<file path="config.mk">
export PLATFORM = sky130hd
export DESIGN_NAME = uart_rx_axis
export DESIGN_NICKNAME = d
export VERILOG_FILES = /design/src/rtl/uart_pkg.sv /design/src/rtl/uart_rx_fifo.sv /design/src/rtl/uart_rx_axis.sv
export SDC_FILE = /design/constraint.sdc
export NUM_CORES = 1
export LEC_CHECK = 0
export ABC_CLOCK_PERIOD_IN_PS = 4600
export BUFFER_PORTS_ARGS = -buffer_cell sky130_fd_sc_hd__buf_2
export CAP_MARGIN = 30
export CORE_MARGIN = 4
export CORE_UTILIZATION = 65
export CTS_CLUSTER_DIAMETER = 100
export CTS_CLUSTER_SIZE = 25
export DETAILED_ROUTE_END_ITERATION = 10
export PLACE_DENSITY = 0.92
export SYNTH_ARGS = -nofsm -noshare
export SYNTH_HDL_FRONTEND = slang
export SYNTH_SLANG_ARGS = --single-unit
</file>
<file path="constraint.sdc">
create_clock -name clk -period 4.6 [get_ports clk]
set_clock_uncertainty 0.2 [all_clocks]
set_input_delay 0.46 -clock clk [delete_from_list [all_inputs] [get_ports clk]]
set_output_delay 0.46 -clock clk [all_outputs]
set_load 0.1 [all_outputs]
</file>
<file path="src/rtl/uart_pkg.sv">
// uart_pkg: shared constants, state encoding and helpers for the UART receive path.
// Rev 1.0
`default_nettype none

package uart_pkg;

  localparam int PARITY_NONE = 0;
  localparam int PARITY_EVEN = 1;
  localparam int PARITY_ODD  = 2;

  localparam int FRAME_ERR_BIT  = 1;
  localparam int PARITY_ERR_BIT = 0;

  typedef enum logic [2:0] {
    ST_IDLE      = 3'd0,
    ST_START     = 3'd1,
    ST_DATA      = 3'd2,
    ST_PARITY    = 3'd3,
    ST_STOP      = 3'd4,
    ST_WAIT_IDLE = 3'd5
  } rx_state_t;

  function automatic int tick_div(input int clk_freq, input int baud, input int oversample);
    return clk_freq / (baud * oversample);
  endfunction

endpackage

`default_nettype wire

</file>
<file path="src/rtl/uart_rx_fifo.sv">
// uart_rx_fifo: synchronous FIFO with wrap-bit pointers and an overrun pulse on a refused push.
// Rev 1.0
`default_nettype none

module uart_rx_fifo #(
  parameter int WIDTH = 10,
  parameter int DEPTH = 4
) (
  input  logic             clk,
  input  logic             rst,
  input  logic             push,
  input  logic [WIDTH-1:0] din,
  input  logic             pop,
  output logic [WIDTH-1:0] dout,
  output logic             full,
  output logic             empty,
  output logic             overrun
);

  localparam int AW = $clog2(DEPTH);

  logic [WIDTH-1:0] mem [DEPTH];
  logic [AW:0]      wr_ptr;
  logic [AW:0]      rd_ptr;
  logic             accept;
  logic             do_pop;

  assign empty  = (wr_ptr == rd_ptr);
  assign full   = (wr_ptr[AW] != rd_ptr[AW]) && (wr_ptr[AW-1:0] == rd_ptr[AW-1:0]);
  assign do_pop = pop && !empty;
  // A pop in the same cycle frees the slot, so a push into a full FIFO still lands.
  assign accept = push && (!full || do_pop);
  assign dout   = empty ? '0 : mem[rd_ptr[AW-1:0]];

  always_ff @(posedge clk) begin
    if (accept) mem[wr_ptr[AW-1:0]] <= din;
  end

  always_ff @(posedge clk or posedge rst) begin
    if (rst) begin
      wr_ptr  <= '0;
      rd_ptr  <= '0;
      overrun <= 1'b0;
    end else begin
      overrun <= push && !accept;
      if (accept) wr_ptr <= wr_ptr + 1'b1;
      if (do_pop) rd_ptr <= rd_ptr + 1'b1;
    end
  end

endmodule

`default_nettype wire

</file>
<file path="src/rtl/uart_rx_axis.sv">
// uart_rx_axis: oversampling UART receiver with parity/framing/break detection and AXI4-Stream output.
// Rev 1.0
`default_nettype none

module uart_rx_axis
  import uart_pkg::*;
#(
  parameter int CLK_FREQ   = 50_000_000,
  parameter int BAUD       = 115200,
  parameter int OVERSAMPLE = 16,
  parameter int DATA_BITS  = 8,
  parameter int PARITY     = 0,
  parameter int STOP_BITS  = 1,
  parameter int FIFO_DEPTH = 4
) (
  input  logic                 clk,
  input  logic                 rst,
  input  logic                 rx,
  output logic [DATA_BITS-1:0] m_axis_tdata,
  output logic [1:0]           m_axis_tuser,
  output logic                 m_axis_tvalid,
  input  logic                 m_axis_tready,
  output logic                 overrun,
  output logic                 break_det
);

  localparam int TICK_DIV = tick_div(CLK_FREQ, BAUD, OVERSAMPLE);
  localparam int M        = OVERSAMPLE / 2;
  localparam int TW       = (TICK_DIV > 1) ? $clog2(TICK_DIV) : 1;
  localparam int SW       = $clog2(OVERSAMPLE);
  localparam int BW       = $clog2(DATA_BITS);

  if (TICK_DIV < 1) begin : g_bad_tick_div
    $error("uart_rx_axis: CLK_FREQ too low for BAUD * OVERSAMPLE");
  end

  logic                 sync1, rxs, rxs_d;
  logic [TW-1:0]        tick_cnt;
  logic                 tick, start_det, mid, bit_end, maj, last_stop;
  rx_state_t            state;
  logic [SW-1:0]        s_cnt;
  logic [1:0]           smp;
  logic [DATA_BITS-1:0] shreg;
  logic [BW-1:0]        bit_cnt;
  logic                 stop_cnt;
  logic                 par_bit, frame_err, fe_now, par_err, is_break;
  logic [1:0]           status;
  logic                 push;
  logic [DATA_BITS+1:0] push_data, fifo_dout;
  logic                 fifo_full, fifo_empty;

  always_ff @(posedge clk or posedge rst) begin
    if (rst) begin
      sync1 <= 1'b1;
      rxs   <= 1'b1;
      rxs_d <= 1'b1;
    end else begin
      sync1 <= rx;
      rxs   <= sync1;
      rxs_d <= rxs;
    end
  end

  assign start_det = (state == ST_IDLE) && rxs_d && !rxs;
  assign tick      = (tick_cnt == TW'(TICK_DIV - 1));
  assign mid       = (s_cnt == SW'(M + 1));
  assign bit_end   = (s_cnt == SW'(OVERSAMPLE - 1));
  assign maj       = (smp[0] & smp[1]) | (smp[0] & rxs) | (smp[1] & rxs);
  assign last_stop = (stop_cnt == 1'(STOP_BITS - 1));

  always_ff @(posedge clk or posedge rst) begin
    if (rst)                    tick_cnt <= '0;
    else if (start_det || tick) tick_cnt <= '0;
    else                        tick_cnt <= tick_cnt + 1'b1;
  end

  // Frame status as it stands at the final stop-bit sample.
  always_comb begin
    fe_now   = frame_err | ~maj;
    par_err  = 1'b0;
    if (PARITY == PARITY_EVEN) par_err = (^shreg) != par_bit;
    if (PARITY == PARITY_ODD)  par_err = (^shreg) == par_bit;
    is_break = (shreg == '0) && ((PARITY == PARITY_NONE) || !par_bit) && fe_now;
    status   = '0;
    status[FRAME_ERR_BIT]  = fe_now;
    status[PARITY_ERR_BIT] = par_err;
  end

  always_ff @(posedge clk or posedge rst) begin
    if (rst) begin
      state     <= ST_IDLE;
      s_cnt     <= '0;
      smp       <= '0;
      shreg     <= '0;
      bit_cnt   <= '0;
      stop_cnt  <= 1'b0;
      par_bit   <= 1'b0;
      frame_err <= 1'b0;
      push      <= 1'b0;
      push_data <= '0;
      break_det <= 1'b0;
    end else begin
      push      <= 1'b0;
      break_det <= 1'b0;
      case (state)
        ST_IDLE: begin
          if (start_det) begin
            state     <= ST_START;
            s_cnt     <= '0;
            bit_cnt   <= '0;
            stop_cnt  <= 1'b0;
            frame_err <= 1'b0;
          end
        end
        ST_WAIT_IDLE: begin
          if (rxs) state <= ST_IDLE;
        end
        default: begin
          if (tick) begin
            s_cnt <= bit_end ? '0 : s_cnt + 1'b1;
            if (s_cnt == SW'(M - 1)) smp[0] <= rxs;
            if (s_cnt == SW'(M))     smp[1] <= rxs;
            if (mid) begin
              case (state)
                ST_START:  if (maj) state <= ST_IDLE;
                ST_DATA:   shreg <= {maj, shreg[DATA_BITS-1:1]};
                ST_PARITY: par_bit <= maj;
                ST_STOP: begin
                  // Leave mid-stop-bit so an immediately following start edge is caught.
                  if (last_stop) begin
                    if (is_break) begin
                      break_det <= 1'b1;
                      state     <= ST_WAIT_IDLE;
                    end else begin
                      push      <= 1'b1;
                      push_data <= {status, shreg};
                      state     <= fe_now ? ST_WAIT_IDLE : ST_IDLE;
                    end
                  end else begin
                    frame_err <= fe_now;
                  end
                end
                default: ;
              endcase
            end
            if (bit_end) begin
              case (state)
                ST_START: state <= ST_DATA;
                ST_DATA: begin
                  if (bit_cnt == BW'(DATA_BITS - 1)) begin
                    bit_cnt <= '0;
                    state   <= (PARITY != PARITY_NONE) ? ST_PARITY : ST_STOP;
                  end else begin
                    bit_cnt <= bit_cnt + 1'b1;
                  end
                end
                ST_PARITY: state <= ST_STOP;
                ST_STOP:   stop_cnt <= stop_cnt + 1'b1;
                default: ;
              endcase
            end
          end
        end
      endcase
    end
  end

  uart_rx_fifo #(
    .WIDTH (DATA_BITS + 2),
    .DEPTH (FIFO_DEPTH)
  ) u_fifo (
    .clk     (clk),
    .rst     (rst),
    .push    (push),
    .din     (push_data),
    .pop     (m_axis_tvalid && m_axis_tready),
    .dout    (fifo_dout),
    .full    (fifo_full),
    .empty   (fifo_empty),
    .overrun (overrun)
  );

  assign m_axis_tvalid = !fifo_empty;
  assign m_axis_tdata  = fifo_dout[DATA_BITS-1:0];
  assign m_axis_tuser  = fifo_dout[DATA_BITS+1:DATA_BITS];

endmodule

`default_nettype wire
</file>
==> results of run 1 <==
[worst paths after layout]
path / startpoint / to
max: u_fifo.rd_ptr[0]$_DFFE_PP0P_ / m_axis_tuser[1]
min: sync1$_DFF_PP1_ / rxs$_DFF_PP1_
max reg2reg: u_fifo.rd_ptr[0]$_DFFE_PP0P_ / u_fifo.mem[0][3]$_DFFE_PP_
min reg2reg: sync1$_DFF_PP1_ / rxs$_DFF_PP1_
max in group asynchronous: rst / rxs_d$_DFF_PP1_
min in group asynchronous: rst / u_fifo.wr_ptr[0]$_DFFE_PP0P_
[layer usage]
layer	routed length [microns]	up-vias	track usage	part of all wire
li1	-	999	-	-
met1	2750	1112	0.269	0.41
met2	3490	82	0.349	0.52
met3	352	16	0.0474	0.052
met4	173	0	0.102	0.026
met5	0	-	0	0
[cell usage in the layout (no fill, tap or decap), drive strengths merged, types with 3 or more instances in the layout]
cell	instances
and2	13
buf	16
clkbuf	9
clkinv	3
dfrtp	45
dfstp	3
edfxtp	36
ha	12
inv	17
mux2	22
mux4	9
nand2	11
nand3	9
nand4b	3
nor2	17
nor3	6
nor4	5
o21ai	6
xnor2	5
xor2	6
[flip-flops by register name, summed over array words and instances, names as in the netlist]
signal and cells:
s_cnt 4, push 1, frame_err 1, u_fifo.wr_ptr 3, u_fifo.rd_ptr 3, u_fifo.overrun 1, rxs 1, tick_cnt 5
state 3, bit_cnt 3, u_fifo.mem 36, smp 2, stop_cnt 1, rxs_d 1, push_data 9, break_det 1
shreg 8, sync1 1
[cell usage after synthesis, types with 3 or more instances]
master,number
and2_1,12
buf_2,4
clkbuf_1,6
dfrtp_1,45
dfstp_2,3
edfxtp_1,36
ha_1,12
inv_1,15
mux2_2,14
mux2_4,8
mux4_2,9
nand2_1,10
nand3_1,9
nand4b_1,3
nor2_1,17
nor3_1,6
nor4_1,4
o21ai_0,5
xnor2_1,5
xor2_1,6
[kinds of logic (layout without fill, tap and decap cells)]
group,after synthesis,after routing,synth area share
DFF,84,84,0.608
and+or+nand+nor,76,76,0.113
muxes,31,31,0.128
buffers and inverters,27,49,0.0313
AOI/OAI and AO/OA,24,24,0.0509
adders and majority gates,13,13,0.0426
xor gates and xnor gates,11,11,0.0256
other,1,1,0.000997
[worst max-delay path: stages (launching register included)]
cell     delay, ns
dfrtp_1       0.80
xor2_1        0.26
nor2_1        0.07
nand2_1       0.27
and2_1        0.20
buf_2         0.43
[area by class of cell]
| class | instances | area (sq um) | share of cell area |
|---|---|---|---|
| clock buffers | 9 | 124 | 0.0304 |
| well taps | 72 | 90.1 | 0.0221 |
| inverters | 15 | 56.3 | 0.0138 |
| clock inverters | 7 | 51.3 | 0.0126 |
| multi-input cells | 156 | 1360 | 0.333 |
| flip-flops and latches | 84 | 2290 | 0.560 |
| repair buffers | 18 | 115 | 0.0282 |
[power by group]
part | switching [mW] | internal, mW | total [mW]
registers | 0.0459 | 0.814 | 0.860
logic | 0.0810 | 0.0621 | 0.143
clock network | 0.268 | 0.199 | 0.467
total | 0.395 | 1.07 | 1.47
==> results.env, run 1 <==
CHIPHEIGHT_MICRONS=84.1
CRITPATHCAPTURETYPE='primary output'
PEAKVDDDROP_V=0.000217
VIAS_PER_CELL=6.12
CRITICAL_PATH_ARRIVAL_NS=2.38
CAP_VIOLATIONS=0
DRT-WIRELENGTH-PER-CELL_MICRONS=18.7
GRT_PASS1_VIAS=2233
WHS_NS=0.159
ANTENNADIODECOUNT=0
WORSTPATHREQUIRED_NS=3.94
ROUTE.VIAS.TOTAL=2209
ANTENNA_FOUND_INITIAL=0
CLK_PIN_SLEW_NS=0.09
CLOCK_INSERTION_DELAY_WORST_SKEW_NS=0.35
POWER_LEAKAGE_nW=1.84
SYN_AVG_CELL_AREA_SQ_UM=14.1
CLASS_OF_THE_MOST_CRITICAL_SETUP_PATH='flop to primary output'
MAPPED_AREA_SQ_UM=3760
SYNTH_NETS=283
GRT_SETUP_UNREPAIRED='false'
GRT_OVERFLOW=0
WIRE_LENGTH_OF_THE_FIRST_GLOBAL_ROUTING_PASS_MICRONS=11400
SYNTH_EDF_COUNT=36
SETUP_WS_FINAL_NS=1.56
PERIOD_SHARE=0.661
SLEW_HEADROOM=0.386
R2R_SETUP_SLACK_NS=1.87
CORE_AREA_SQ_UM=5570
POWER_mW=1.47
MAXIMUM_ACHIEVABLE_FREQUENCY_MHz=329
SYNTH_SEQ_CELLS=84
POWER.DENSITY_CELL_AREA_nW_PER_UM2=360
DETAIL_ROUTE.ITER0.VIOLATIONS=203
YOSYSSEQAREASHARE=0.608
SETUP_VIOLATIONS=0
CTS_SETUP_BUFFERS=0
PLACE_INST=343
POST-PLACE-WS_NS=1.88
SYNTH.YOSYS.WARNINGS=0
GP_ROUTABILITY_CONGESTION=0.806
FINISH.NET_COUNT=300
SYNTH_TOP_CELLS_BY_AREA='dfrtp_1, edfxtp_1, mux4_2'
CTS_MAX_PATH_BUFFERS=2
POST-DP-HPWL_MICRONS=4660
STDCELL_COUNT=361
CTS_TREE='yes'
GRT_USE_TOTAL=0.213
DRIVE_GT1_FRAC=0.249
DIEAREA_SQ_UM=7070
STATUS='complete, no violations'
WORST_HOLD_PATH.NUM_CELLS=0
PLACE_AREA_SQ_UM=3880
CRITICAL_PATH_PEAK_FANOUT=12
POSTSYNTH.ASYNCRESETSHARE=0.571
NUMBER_OF_UNIQUE_STANDARD_CELL_TYPES_USED_BY_SYNTHESIS=52
WORST_SETUP_PATH_START_KIND='flop'
HOLD_VIOL=0
IO_BUFFER_COUNT=15
CLK_ROOT_BUFFER_CELL='clkbuf_8'
YOSYS.AREA.TOP_TYPE='dfrtp_1'
STD_CELL_ROWS=27
POSTSYNTH.TOPFLOPCELL='dfrtp_1'
CORE_OCCUPANCY_IN_THE_FINISHED_LAYOUT=0.732
STDCELL_AREA_SQ_UM=4080
FINAL_PERIOD_MINUS_WORST_SETUP_SLACK_NS=3.04
SLEW_VIOL_FINAL=0
BOUNDARYPINS=17
NUMBER_OF_ROUTED_NETS_WITH_ANTENNA_VIOLATIONS=0
HTREE_NUM_LEVELS=3
DRT_DRC_VIOLATIONS_LEFT=0
TRITONCTS_SINK_COUNT=84
GRT_START_MAX_NET_PINS=43
FILL_CELLS=332
REG2REGPATHDEPTH=4
TRITONCTS_BUFFERS=9
HP-CLASS='flop to flop'
SETUP_TNS_NS=0
SYNTH_TOP_CELL_AREA_SHARE=0.300
TIGHTESTPINTRANSITION_NS=0.918
AREA.GROWTH.SYNTH_TO_FINAL_PCT=8.49
INITIAL_UTIL=0.675
CTS-HOLD-FIX-BUFFERS=2
DRTPASS1ITERATIONS=4
SYNTHESIZED_NETLIST_CELL_COUNT=267
POSTROUTEWIRELENGTH_MICRONS=6770
CTS.REPAIR.RESIZED=0
CHIPWIDTH_MICRONS=84.1
No activity file was read; power rests on OpenSTA's default activity.
==> run 2, diff against run 1 <==
--- a/config.mk
+++ b/config.mk
@@ -5,15 +5,16 @@
 export SDC_FILE = /design/constraint.sdc
 export NUM_CORES = 1
 export LEC_CHECK = 0
-export ABC_CLOCK_PERIOD_IN_PS = 4600
+export ABC_AREA = 1
+export ABC_CLOCK_PERIOD_IN_PS = 3100
 export BUFFER_PORTS_ARGS = -buffer_cell sky130_fd_sc_hd__buf_2
 export CAP_MARGIN = 30
 export CORE_MARGIN = 4
-export CORE_UTILIZATION = 65
+export CORE_UTILIZATION = 61
 export CTS_CLUSTER_DIAMETER = 100
 export CTS_CLUSTER_SIZE = 25
 export DETAILED_ROUTE_END_ITERATION = 10
-export PLACE_DENSITY = 0.92
+export PLACE_DENSITY = 0.87
 export SYNTH_ARGS = -nofsm -noshare
 export SYNTH_HDL_FRONTEND = slang
 export SYNTH_SLANG_ARGS = --single-unit
==> constraint.sdc (replaced) <==
create_clock -name clk -period 3.1 [get_ports clk]
set_clock_uncertainty 0.2 [all_clocks]
set_input_delay 0.31 -clock clk [delete_from_list [all_inputs] [get_ports clk]]
set_output_delay 0.31 -clock clk [all_outputs]
set_load 0.1 [all_outputs]
==> run 2 against run 1 <==
- clock power increased by 49%
- cell count increased by 39%
- routed wire length increased by 6.7%
- sequential share of layout area decreased by 1.8 points
- setup slack got worse by 1.3 ns
- combinational power increased to 10 times the previous value
- die area increased by 8.3%
- flip-flop and latch count unchanged
- largest power group is now combinational cells
- total power increased by 140%
- highest routed layer unchanged
- global-route usage about the same
- core utilization decreased by 3.2 points
==> results.env, run 2 <==
POSTSYNTH.TOPFLOPCELL='dfrtp_1'
POWER_FRAC_SEQ=0.389  # -0.196
WIRE_LENGTH_OF_THE_FIRST_GLOBAL_ROUTING_PASS_MICRONS=12300  # +8.6%
TIGHTESTPINTRANSITION_NS=0.642  # -0.276 ns
ROUTE.VIAS.TOTAL=2723  # +23%
CORE_AREA_SQ_UM=6030  # +8.1%
DRIVE_GT1_FRAC=0.148  # -0.101
LAYOUT.CELLS.MOST_COMMON_LIST='nand2_1, nor2_1, dfrtp_1'
BOUNDARYPINS=17  # unchanged
NUMBER_OF_UNIQUE_STANDARD_CELL_TYPES_USED_BY_SYNTHESIS=31  # -40%
SYNTH.YOSYS.WARNINGS=0  # unchanged
CRITICAL_PATH_PEAK_FANOUT=20  # +8
GP_ROUTABILITY_CONGESTION=0.946  # +17%
POST-DP-HPWL_MICRONS=5020  # +7.7%
CTS.REPAIR.RESIZED=0  # unchanged
MULTI_INPUT_COMB_AREA_SQ_UM=1320  # -3.0%
CTS_MAX_PATH_BUFFERS=2  # unchanged
HP-CLASS='input port to flop'
POSTROUTEWIRELENGTH_MICRONS=7220  # +6.7%
GRT_PASS1_VIAS=2634  # +18%
TRITONCTS_SINK_COUNT=84  # unchanged
CTS_TREE='yes'
MAXIMUM_ACHIEVABLE_FREQUENCY_MHz=352
VIAS_PER_CELL=5.45  # -11%
GRT_START_MAX_NET_PINS=43  # unchanged
SLEW_HEADROOM=0.572  # +0.186
PERIOD_SHARE=0.915
POWER_LEAKAGE_nW=2.03  # +11%
ANTENNADIODECOUNT=0  # unchanged
CRITICAL_PATH_ARRIVAL_NS=2.33  # -0.05 ns
HTREE_NUM_LEVELS=3  # unchanged
WORST_PATH_MAX_DELAY_CELL='inv_1'
TRITONCTS_BUFFERS=9  # unchanged
POWER.DENSITY_CELL_AREA_nW_PER_UM2=830  # +130%
LAYOUT.CELLS.MOST_COMMON='nand2_1'
GRT_OVERFLOW=0  # unchanged
NUMBER_OF_ROUTED_NETS_WITH_ANTENNA_VIOLATIONS=0  # unchanged
SYNTH_EDF_COUNT=36  # unchanged
WHS_NS=0.0423  # -0.117 ns
WORSTPATHREQUIRED_NS=2.59  # -1.35 ns
CRITICAL-PATH-MAX-STAGE-DELAY_NS=0.48  # -0.32 ns
FINISH.NET_COUNT=436  # +45%
GRT_USE_TOTAL=0.213  # -0.000266
DRT_DRC_VIOLATIONS_LEFT=0  # unchanged
AREA.GROWTH.SYNTH_TO_FINAL_PCT=9.45
CRIT_TOP_CELL='nand2_1'
DRTPASS1ITERATIONS=5  # +1
CTS_SETUP_BUFFERS=0  # unchanged
POWER.CLOCK.FRACTION=0.199  # -0.119
SYNTHESIZED_NETLIST_CELL_COUNT=397  # +49%
FINAL-SEQ-AREA_SQ_UM=2290  # unchanged
POST-SYNTH-TOP-COUNT-CELL='nand2_1'
CHIPWIDTH_MICRONS=87.5  # +4.0%
SYNTH_COMMONEST_CELLS='nand2_1, nor2_1, dfrtp_1, inv_1, edfxtp_1'
LARGEST_REG_FLOPS=36  # unchanged
INITIAL_UTIL=0.639  # -0.0354
SYNTH_TOP_CELL_AREA_SHARE=0.292  # -0.00710
SETUP_VIOLATIONS=0  # unchanged
SETUP_TNS_NS=0  # unchanged
SYNTH_SEQ_CELLS=84  # unchanged
POWER.COMBINATIONAL.FRACTION=0.412  # +0.315
WORST_SETUP_PATH_START_KIND='flop'
SYNTH_TOP_CELLS_BY_AREA='dfrtp_1, edfxtp_1, nand2_1'
CLASS_OF_THE_MOST_CRITICAL_SETUP_PATH='flop to primary output'
PEAKVDDDROP_V=0.00102  # +370%
DIEAREA_SQ_UM=7650  # +8.3%
DRT-WIRELENGTH-PER-CELL_MICRONS=14.4  # -23%
CHIPHEIGHT_MICRONS=87.5  # +4.0%
FILL_CELLS=427  # +29%
CLOCK_INSERTION_DELAY_WORST_SKEW_NS=0.36  # about the same
POSTSYNTH.ASYNCRESETSHARE=0.571  # unchanged
SYN_AVG_CELL_AREA_SQ_UM=9.70  # -31%
CRITICAL_PATH.TOP_DELAY_FAMILY='buffers and inverters'
SYNTH_NETS=413  # +46%
ANTENNA_FOUND_INITIAL=0  # unchanged
STATUS='complete, no violations'
CLK_PIN_SLEW_NS=0.09  # about the same
YOSYSSEQAREASHARE=0.594  # -0.0144
BUF_INV_STAGES_CRIT_PATH=3  # +2
CAP_VIOLATIONS=0  # unchanged
POWER.NET_SWITCHING_mW=1.64  # +320%
IO_BUFFER_COUNT=15  # unchanged
FINAL_PERIOD_MINUS_WORST_SETUP_SLACK_NS=2.84
HOLD_VIOL=0  # unchanged
MAPPED_AREA_SQ_UM=3850  # +2.4%
STD_CELL_ROWS=28  # +3.7%
GRT_SETUP_UNREPAIRED='false'
CLK_ROOT_BUFFER_CELL='clkbuf_8'
CP_CELL_SEQUENCE='inv_1, nand2_1, a21oi_1, nand2_1, nand2_1, inv_1, buf_2'
POWER.SWITCHING_FRACTION=0.470  # +0.201
CELLINTERNALPOWER_mW=1.86  # +73%
YOSYS.AREA.TOP_TYPE='dfrtp_1'
DETAIL_ROUTE.ITER0.VIOLATIONS=191  # -5.9%
SLEW_VIOL_FINAL=0  # unchanged
CRITPATHCAPTURETYPE='primary output'
[run 2: stage by stage]
step / util / instance area [sq um] / worst slack, ns / power [mW] / cells
finish: 0.700 / 4220 / 0.262 / 3.50 / 500
global route: 0.700 / 4220 / 0.0669 / 3.70 / 500
CTS: 0.700 / 4220 / 0.271 / 3.51 / 500
detailed placement: 0.667 / 4020 / 0.683 / 2.82 / 482
global placement: 0.664 / 4000 / 0.811 / 2.73 / 481
floorplan: - / 3850 / 0.0515 / 2.57 / 397
[run 2: metal layers]
metal / global-route usage / wire length (microns) / up-vias
li1: - / - / 1337
met1: 0.265 / 3050 / 1300
met2: 0.362 / 3710 / 76
met3: 0.0312 / 327 / 10
met4: 0.103 / 139 / 0
met5: 0 / 0 / -
[run 2: tightest hold or removal path, stage by stage]
cell	delay, ns
buf_2	0.09
nor2_1	0.04
nand2_1	0.08
nor2_1	0.04
[run 2: cell families (layout without fill, tap and decap cells)]
logic type               Yosys count  in the layout  synth area share
AND/OR/NAND/NOR                  181            181             0.199
flip-flops                        84             84             0.594
buffers and inverters             61             89            0.0646
AO/OA/AOI/OAI                     48             48            0.0802
adder cells (fa/ha/maj)           12             12            0.0390
XOR/XNOR                          10             10            0.0227
other                              1              1          0.000974
[run 2: final cells by class]
class / count / share of cell area
clock inverter: 6 / 0.0113
inverter: 49 / 0.0436
timing repair buffer: 24 / 0.0380
multi-input combinational: 252 / 0.312
clock buffer: 10 / 0.0303
sequential: 84 / 0.542
tap: 75 / 0.0223
[run 2: final timing paths]
path                       cells past startpoint                         start                      endpoint  slack (ns)
max                                            7  u_fifo.rd_ptr[0]$_DFFE_PP0P_               m_axis_tdata[1]        0.26
min                                            4                 m_axis_tready      u_fifo.overrun$_DFF_PP0_        0.04
max reg2reg                                    7  u_fifo.rd_ptr[0]$_DFFE_PP0P_    u_fifo.mem[2][6]$_DFFE_PP_        0.82
min reg2reg                                    0               sync1$_DFF_PP1_                 rxs$_DFF_PP1_        0.16
max in group asynchronous                      4                           rst               sync1$_DFF_PP1_        2.00
min in group asynchronous                      3                           rst  u_fifo.wr_ptr[0]$_DFFE_PP0P_        0.18
[run 2: repair_timing]
action | CTS | global route
hold buffers | 2 | 0
endpoints found under the hold margin | 46 | 0
setup endpoints to repair | 0 | 0
[run 2: power groups by stage]
| stage | sequential (mW) | clock (mW) | combinational, mW |
|---|---|---|---|
| after floorplan | 1.33 | 0 | 1.24 |
| after global placement | 1.37 | 0 | 1.37 |
| after detailed placement | 1.38 | 0 | 1.44 |
| after CTS | 1.36 | 0.710 | 1.45 |
| after global routing | 1.38 | 0.760 | 1.56 |
| final | 1.36 | 0.698 | 1.44 |
==> run 3, diff against run 2 <==
--- a/config.mk
+++ b/config.mk
@@ -14,7 +14,7 @@
 export CTS_CLUSTER_DIAMETER = 100
 export CTS_CLUSTER_SIZE = 25
 export DETAILED_ROUTE_END_ITERATION = 10
-export PLACE_DENSITY = 0.87
+export PLACE_DENSITY = 0.79
 export SYNTH_ARGS = -nofsm -noshare
 export SYNTH_HDL_FRONTEND = slang
 export SYNTH_SLANG_ARGS = --single-unit
==> run 3 against run 2 <==
- non-clock buffer count unchanged
- critical path depth unchanged
- sequential power is essentially flat
- core utilization rose by 0.56 points
- cell count unchanged
- register-to-register slack better by 0.10 ns
- flip-flop and latch count unchanged
- combinational power barely moved
- hold slack lost 0.010 ns
- fmax rose by 3.6%
- via count is 2.4% lower
- clock power up 15%
==> results.env, run 3 (synthesis gave the netlist of run 2 again) <==
CAP_VIOLATIONS=0  # unchanged
CORE_AREA_SQ_UM=6030  # unchanged
INITIAL_UTIL=0.639  # unchanged
BUF_INV_STAGES_CRIT_PATH=3  # unchanged
CTS.REPAIR.RESIZED=0  # unchanged
ROUTE.VIAS.TOTAL=2658  # -2.4%
CTS_MAX_PATH_BUFFERS=2  # unchanged
DRTPASS1ITERATIONS=4  # -1
PLACE_AREA_SQ_UM=4020  # unchanged
PEAKVDDDROP_V=0.000893  # -12%
BOUNDARYPINS=17  # unchanged
POST-PLACE-WS_NS=0.751  # +0.0681 ns
ANTENNA_FOUND_INITIAL=0  # unchanged
WORST_SETUP_PATH_STARTPOINT='u_fifo.rd_ptr[0]$_DFFE_PP0P_'
STATUS='complete, no violations'
CTS_SETUP_BUFFERS=0  # unchanged
STDCELL_AREA_SQ_UM=4250  # +0.80%
POWER.DENSITY_CELL_AREA_nW_PER_UM2=839  # +1.1%
HOLD_PATH_STARTPOINT='m_axis_tready'
DIEAREA_SQ_UM=7650  # unchanged
GP_ROUTABILITY_CONGESTION=0.808  # -15%
ANTENNADIODECOUNT=0  # unchanged
CLK_ROOT_BUFFER_CELL='clkbuf_8'
CRITICAL-PATH-MAX-STAGE-DELAY_NS=0.46  # -0.02 ns
CORE_OCCUPANCY_IN_THE_FINISHED_LAYOUT=0.705  # +0.00561
CRITICAL_PATH_PEAK_FANOUT=20  # unchanged
CTS_TREE='yes'
WORST_PATH_MAX_DELAY_CELL='inv_1'
WORSTPATHREQUIRED_NS=2.59  # about the same
HOLD_VIOL=0  # unchanged
FINISH.NET_COUNT=436  # unchanged
CRITPATHCAPTURETYPE='primary output'
CRITICAL_PATH_DEPTH=7  # unchanged
CRITICAL_PATH.TOP_DELAY_FAMILY='buffers and inverters'
HP-CLASS='input port to flop'
HTREE_NUM_LEVELS=3  # unchanged
CHIPHEIGHT_MICRONS=87.5  # unchanged
GRT_PASS1_VIAS=2633  # -0.038%
POSTROUTEWIRELENGTH_MICRONS=6730  # -6.8%
GRT_USE_TOTAL=0.208  # -0.00473
POWER_LEAKAGE_nW=2.06  # +1.4%
CRITICAL_PATH_ARRIVAL_NS=2.23  # -0.10 ns
LAYOUT.CELLS.MOST_COMMON='nand2_1'
IO_BUFFER_COUNT=15  # unchanged
CLK_PIN_SLEW_NS=0.09  # about the same
CRIT_TOP_CELL='nand2_1'
STD_CELL_ROWS=28  # unchanged
MAXIMUM_ACHIEVABLE_FREQUENCY_MHz=365  # +3.6%
GRT_SETUP_UNREPAIRED='false'
SETUP_TNS_NS=0  # unchanged
SETUP_WS_FINAL_NS=0.360  # +0.0980 ns
DRIVE_GT1_FRAC=0.151  # +0.00235
TRITONCTS_BUFFERS=9  # unchanged
WORST_HOLD_PATH.NUM_CELLS=4  # unchanged
REG2REGPATHDEPTH=7  # unchanged
TIGHTESTPINTRANSITION_NS=0.623  # -0.0190 ns
CLOCK_INSERTION_DELAY_WORST_SKEW_NS=0.35  # about the same
GRT_OVERFLOW=0  # unchanged
WHS_NS=0.0319  # -0.0104 ns
CLASS_OF_THE_MOST_CRITICAL_SETUP_PATH='flop to primary output'
WIRE_LENGTH_OF_THE_FIRST_GLOBAL_ROUTING_PASS_MICRONS=12200  # -1.5%
CHIPWIDTH_MICRONS=87.5  # unchanged
CP_CELL_SEQUENCE='inv_1, nand2_1, a21oi_1, nand2_1, nand2_1, inv_1, buf_2'
PERIOD_SHARE=0.884  # -0.0316
POST-DP-HPWL_MICRONS=4730  # -5.6%
WORST_SETUP_PATH_START_KIND='flop'
R2R-START='u_fifo.rd_ptr[0]$_DFFE_PP0P_'
DRT-WIRELENGTH-PER-CELL_MICRONS=13.5  # -6.8%
TRITONCTS_SINK_COUNT=84  # unchanged
SLEW_HEADROOM=0.584  # +0.0127
AREA.GROWTH.SYNTH_TO_FINAL_PCT=10.3
FINAL_PERIOD_MINUS_WORST_SETUP_SLACK_NS=2.74  # -0.0980 ns
GRT_START_MAX_NET_PINS=43  # unchanged
DRT_DRC_VIOLATIONS_LEFT=0  # unchanged
LARGEST_REG_FLOPS=36  # unchanged
DETAIL_ROUTE.ITER0.VIOLATIONS=116  # -39%
SETUP_VIOLATIONS=0  # unchanged
LAYOUT.CELLS.MOST_COMMON_LIST='nand2_1, nor2_1, dfrtp_1'
VIAS_PER_CELL=5.32  # -2.4%
NUMBER_OF_ROUTED_NETS_WITH_ANTENNA_VIOLATIONS=0  # unchanged
SLEW_VIOL_FINAL=0  # unchanged
-- run 3: cell types whose count changed in the layout (fill, tap and decap cells not counted) --
cell	delta
clkinvlp_4	-3
inv_8	+1
inv_6	-2
clkbuf_8	+1
clkinv_2	+1
clkinv_4	+2
clkbuf_1	-1
bufinv_16	+1
-- run 3: worst paths after layout --
path,to,slack (ns)
worst max-delay path,m_axis_tdata[3],0.36
worst min-delay path,u_fifo.overrun$_DFF_PP0_,0.03
worst max register to register,u_fifo.mem[0][4]$_DFFE_PP_,0.92
worst min register to register,rxs$_DFF_PP1_,0.16
max in group asynchronous,rxs$_DFF_PP1_,2.00
min in group asynchronous,u_fifo.wr_ptr[0]$_DFFE_PP0P_,0.19
-- run 3: cell type report --
type | instances | area, sq um
clock buffers | 10 | 138
flip-flops and latches | 84 | 2290
multi-input cells | 252 | 1320
well taps | 75 | 93.8
repair buffers | 24 | 160
fillers | 455 | 1780
clock inverters | 6 | 71.3
inverters | 49 | 184
-- run 3: layer usage --
metal | up-vias | share of wire | global-route usage
met4 | 0 | 0.019 | 0.0739
met2 | 41 | 0.50 | 0.348
met1 | 1260 | 0.45 | 0.262
li1 | 1345 | - | -
met3 | 12 | 0.036 | 0.0539
met5 | - | 0 | 0
-- run 3: stage by stage --
| step | total power, mW | cells |
|---|---|---|
| final | 3.57 | 500 |
| after floorplan | 2.57 | 397 |
| after detailed placement | 2.79 | 482 |
| after global routing | 3.81 | 500 |
| after CTS | 3.59 | 500 |
| after global placement | 2.74 | 481 |
-- run 3: what timing repair did --
item                                    in CTS  in global routing
hold endpoints to repair                    46                  0
hold buffers                                 2                  0
endpoints found under the setup margin       0                  0
-- run 3: power breakdown --
part / switching [mW] / internal [mW] / leakage, nW / total (mW)
Clock: 0.399 / 0.401 / 0.104 / 0.800
Sequential: 0.113 / 1.24 / 1.04 / 1.35
Combinational: 1.09 / 0.319 / 0.915 / 1.41
-- run 3: worst register-to-register path, stage by stage, from the launching register on --
cell and delay [ns]:
dfrtp_1 0.38, inv_1 0.46, nand2_1 0.11, a21oi_1 0.19, nand2_1 0.09, nand2_1 0.23
nor2_1 0.07, buf_4 0.19
